## config.mk

```make
export PLATFORM = sky130hd
export DESIGN_NAME = arb8_ctrl
export DESIGN_NICKNAME = d
export VERILOG_FILES = /design/src/rtl/arb8_pkg.sv /design/src/rtl/arb8_prio_pick8.sv /design/src/rtl/arb8_ctrl.sv
export SDC_FILE = /design/constraint.sdc
export NUM_CORES = 1
export LEC_CHECK = 0
export ABC_CLOCK_PERIOD_IN_PS = 1800
export CORE_ASPECT_RATIO = 1.2
export CORE_MARGIN = 3
export CORE_UTILIZATION = 47
export DETAILED_ROUTE_END_ITERATION = 8
export PLACE_DENSITY = 0.86
export SYNTH_ARGS = -nofsm -noshare
export SYNTH_HDL_FRONTEND = slang
export SYNTH_SLANG_ARGS = --single-unit
export TNS_END_PERCENT = 1
```

## constraint.sdc

```tcl
create_clock -name clk -period 1.8 [get_ports clk]
set_input_delay 0.36 -clock clk [delete_from_list [all_inputs] [get_ports clk]]
set_output_delay 0.36 -clock clk [all_outputs]
set_load 0.03 [all_outputs]
```

## src/rtl/arb8_pkg.sv

```systemverilog
// Shared definitions for the 8-requester arbiter: FSM state encoding and
// requester/index widths used by the controller and the priority picker.
package arb8_pkg;

   localparam int NREQ = 8;
   localparam int IDW  = 3;

   typedef enum logic [1:0] {
      IDLE  = 2'd0,
      GRANT = 2'd1,
      TURN  = 2'd2
   } arb_state_t;

endpackage

```

## src/rtl/arb8_prio_pick8.sv

```systemverilog
// Combinational 8-way picker: searches the request vector downward from
// 'start', wrapping from 0 back to 7, and reports the first set index.
// With start tied to 7 this is the plain highest-index-wins encoder.
module prio_pick8
   import arb8_pkg::*;
(
   input  logic [NREQ-1:0] req,
   input  logic [IDW-1:0]  start,
   output logic [IDW-1:0]  id,
   output logic            hit
);

   logic [IDW-1:0] idx;

   // Walk all eight positions from start downward and latch onto the first hit
   always_comb begin
      id  = '0;
      hit = 1'b0;
      idx = '0;
      for (int k = 0; k < NREQ; k++) begin
         idx = start - IDW'(k);
         if (!hit && req[idx]) begin
            hit = 1'b1;
            id  = idx;
         end
      end
   end

endmodule

```

## src/rtl/arb8_ctrl.sv

```systemverilog
// Grant controller sharing one resource among 8 requesters. A grant is held
// until done, request drop or the hold limit, followed by one turnaround
// cycle. Optional macro ARB_ROUND_ROBIN_EN switches the picker start point
// from fixed 7 to one below the last served index (fairness mode).
module arb8_ctrl
   import arb8_pkg::*;
#(
   parameter int MAX_HOLD = 16,
   parameter int CNT_W    = 8
)(
   input  logic            clk,
   input  logic            rst,
   input  logic            en,
   input  logic [NREQ-1:0] req,
   input  logic            done,
   output logic [NREQ-1:0] gnt,
   output logic [IDW-1:0]  gnt_id,
   output logic            gnt_valid,
   output logic            timeout
);

   arb_state_t     state, state_nxt;
   logic [CNT_W-1:0] hold_cnt;
   logic [IDW-1:0] pick_start;
   logic [IDW-1:0] pick_id;
   logic           pick_hit;
   logic           at_limit;
   logic           owner_req;
   logic           release_now;
   logic           limit_only;

`ifdef ARB_ROUND_ROBIN_EN
   logic [IDW-1:0] last_id;

   // Remember the most recent winner so it becomes lowest priority next round
   always_ff @(posedge clk) begin
      if (rst)
         last_id <= '0;
      else if (state == IDLE && en && pick_hit)
         last_id <= pick_id;
   end

   assign pick_start = last_id - IDW'(1);
`else
   assign pick_start = IDW'(NREQ - 1);
`endif

   prio_pick8 u_pick (
      .req   (req),
      .start (pick_start),
      .id    (pick_id),
      .hit   (pick_hit)
   );

   assign at_limit    = (hold_cnt == CNT_W'(MAX_HOLD - 1));
   assign owner_req   = req[gnt_id];
   assign release_now = done || !owner_req || at_limit;
   assign limit_only  = at_limit && !done && owner_req;

   // Next-state decision: arbitrate in IDLE, watch release causes in GRANT
   always_comb begin
      state_nxt = state;
      case (state)
         IDLE:    if (en && pick_hit) state_nxt = GRANT;
         GRANT:   if (release_now)    state_nxt = TURN;
         TURN:    state_nxt = IDLE;
         default: state_nxt = IDLE;
      endcase
   end

   // State, hold counter and registered outputs all advance together
   always_ff @(posedge clk) begin
      if (rst) begin
         state     <= IDLE;
         hold_cnt  <= '0;
         gnt       <= '0;
         gnt_id    <= '0;
         gnt_valid <= 1'b0;
         timeout   <= 1'b0;
      end else begin
         state   <= state_nxt;
         timeout <= 1'b0;
         case (state)
            IDLE: begin
               hold_cnt <= '0;
               if (en && pick_hit) begin
                  gnt       <= NREQ'(1) << pick_id;
                  gnt_id    <= pick_id;
                  gnt_valid <= 1'b1;
               end
            end
            GRANT: begin
               if (release_now) begin
                  gnt       <= '0;
                  gnt_id    <= '0;
                  gnt_valid <= 1'b0;
                  hold_cnt  <= '0;
                  timeout   <= limit_only;
               end else begin
                  hold_cnt <= hold_cnt + CNT_W'(1);
               end
            end
            default: begin
               gnt       <= '0;
               gnt_id    <= '0;
               gnt_valid <= 1'b0;
               hold_cnt  <= '0;
            end
         endcase
      end
   end

endmodule

```

==> reports/summary.txt <==
Synth cell types - 35
Simple-Gate Fraction of Synth Area - 28.2%
Max Root-Sink Buffers - 2
final worst slack - 49.6 ps
TNS Setup - 0 ps
most frequent cells in the layout - dfxtp_1, clkdlybuf4s50_1, buf_4, nor2_1, nand3_1
Max-Cap Viols - 0
tightest slew margin relative to the limit - 74.1%
part of the cycle the worst path needs - 97.2%
post-synthesis adder-cell area fraction - 1.23%
gr usage total - 18.2%
CP top delay family - buffers and inverters
Final HPWL DP - 1890 µm
Clock Tree Root - clkbuf_4
Worst VDD drop - 0.442 mV
outcome - completed
Clk pin slew, worst setup/hold paths - 110 ps
worst path cell trace - clkdlybuf4s50_1
Post-synth ARST share - 0%
most common cell after layout, fill and taps aside - dfxtp_1
Core ar. - 1940 µm²
Tmin final - 1750 ps
drt wl/cell - 13.1 µm
Worst EP required - 1440 ps
post-synthesis register bit count - 22
routability cong. - 0.896
Post-Syn Area - 1020 µm²
largest net degree at the start of global routing - 13
fmax - 571 MHz
worst-path fanout max - 4
die area - 2770 µm²
Compound-Gate Fraction of Synth Area - 13.4%
Rows - 17
Hold WC Path Type - reg2reg
Placed Area - 1400 µm²
leakage power - 0.547 nW
final core utilization - 73.4%
Die Wd - 48.5 µm
initial antenna violation count - 0
Ys Warns - 0
fin cells - 185
diodes inserted - 0
share of post-route cells with drive strength above 1 - 15.9%
Skew-Pair Late Insertion Delay - 310 ps
Worst Path Arrival - 1390 ps
Hold Vio Cnt, Final - 0
Post-Synth XOR/XNOR Area - 5.15%
# H-tree levels - 1
worst path bufs/invs - 1
DP Worst Slack - -324 ps
synth top area cells - dfxtp_1, nand3_1, nor2_1, mux2i_1, xnor2_1
Num CTS Buffers - 3
Overflow after GRT - 0
antenna violation net count after detailed routing - 0
Worst-Margin Slew - 385 ps
Power Dens Cells - 665 nW/µm²
CP Capture Type - output port
vias per inst - 5.48
DR DRC count - 0
drt pass-1 iters - 4
Clock Sinks - 22
final slew viol count - 0
total power draw - 0.945 mW
initial core utilization - 52.7%
CP max stage cell - clkdlybuf4s50_1
Area Overhead vs Synth - 39.3%
vias in the first global route - 978
Syn Nets - 130
PortBufs - 24
synthesized area per cell - 8.72 µm²
main combinational cell family by area after synthesis - simple AND/OR/NAND/NOR gates
RSZ-0062 raised after global routing - true
clk_skew - 2.16 ps
Top Ports - 25
area leader, netlist - dfxtp_1
initial DRC count - 24
Setup Viol. Count Final - 0
Synth Instances - 117
nets - 172
die height - 57.0 µm
Worst setup SP type - register
mux cell area share after synthesis - 3.93%
CP peak stage delay - 690 ps
first-pass GRT wire length - 4000 µm
post-synthesis sequential area ratio - 43.2%
worst hold slack - 462 ps
CTS tree - done
final wirelength - 2420 µm
fin area - 1420 µm²
type of the worst setup path - reg2out
post-synth top area share - 43.2%
prevailing post-synth register cell - dfxtp_1
Post-synth EDFFs - 0
DR vias - 1014
placed cells - 182
[synth_stat cells (2+ instances only)]
cell type  count
dfxtp_1       22
mux2i_1        4
nand2_1        5
o22ai_1        3
a31oi_1        2
nand3_1       15
nor4_1         3
nor3_1         2
and3_1         3
nor2_1        16
xor2_1         2
nand4b_1       2
inv_1          4
or4_1          2
nor2b_1        2
o21ai_1        6
o21ai_0        2
xnor2_1        4
buf_4          2
[power breakdown]
| part | internal [mW] | switching (mW) |
|---|---|---|
| sequential | 0.501 | 0.0162 |
| clock | 0.0782 | 0.144 |
| combinational | 0.0999 | 0.105 |
[logic make-up after synthesis]
group | Yosys count
and+or+nand+nor | 55
DFF | 22
AOI/OAI and AO/OA | 20
buffers and inverters | 9
xor gates and xnor gates | 6
muxes | 4
adders and majority gates | 1
[path summary, 6_finish.rpt]
kind | from | endpoint | slack (ps) | cells past startpoint
worst max-delay path | gnt_valid | gnt_valid | 50 | 1
worst min register to register | hold_cnt[0] | hold_cnt[0] | 460 | 1
worst max register to register | gnt_valid | gnt[4] | 210 | 4
worst min-delay path | hold_cnt[0] | hold_cnt[0] | 460 | 1
[final cells by class]
class	count	area, µm²
clock buffers	3	22.5
fillers	170	515
inverters	4	15.0
multi-input cells	86	533
flip-flops and latches	22	440
well taps	28	35.0
repair buffers	42	374
[sequential cells by signal (all words and copies together), names as in the netlist]
register / count
gnt_valid: 1
hold_cnt: 8
timeout: 1
gnt_id: 3
state: 1
gnt: 8
[metal layers]
metal  global-route usage, %  wire length, µm  vias to the layer above
met4                    8.94               51                        0
met1                    19.5              934                      464
met3                    3.92              156                        7
met2                    33.9             1280                       39
li1                        -                -                      504
met5                       0                0                        -
[repair_timing]
action                                  4_1_cts  5_1_grt
pin swaps                                     0        1
hold buffers                                  0        0
setup buffers                                 0        0
endpoints found under the setup margin        3        3
gates resized for setup                       3        2
(Power assumes the default switching activity.)
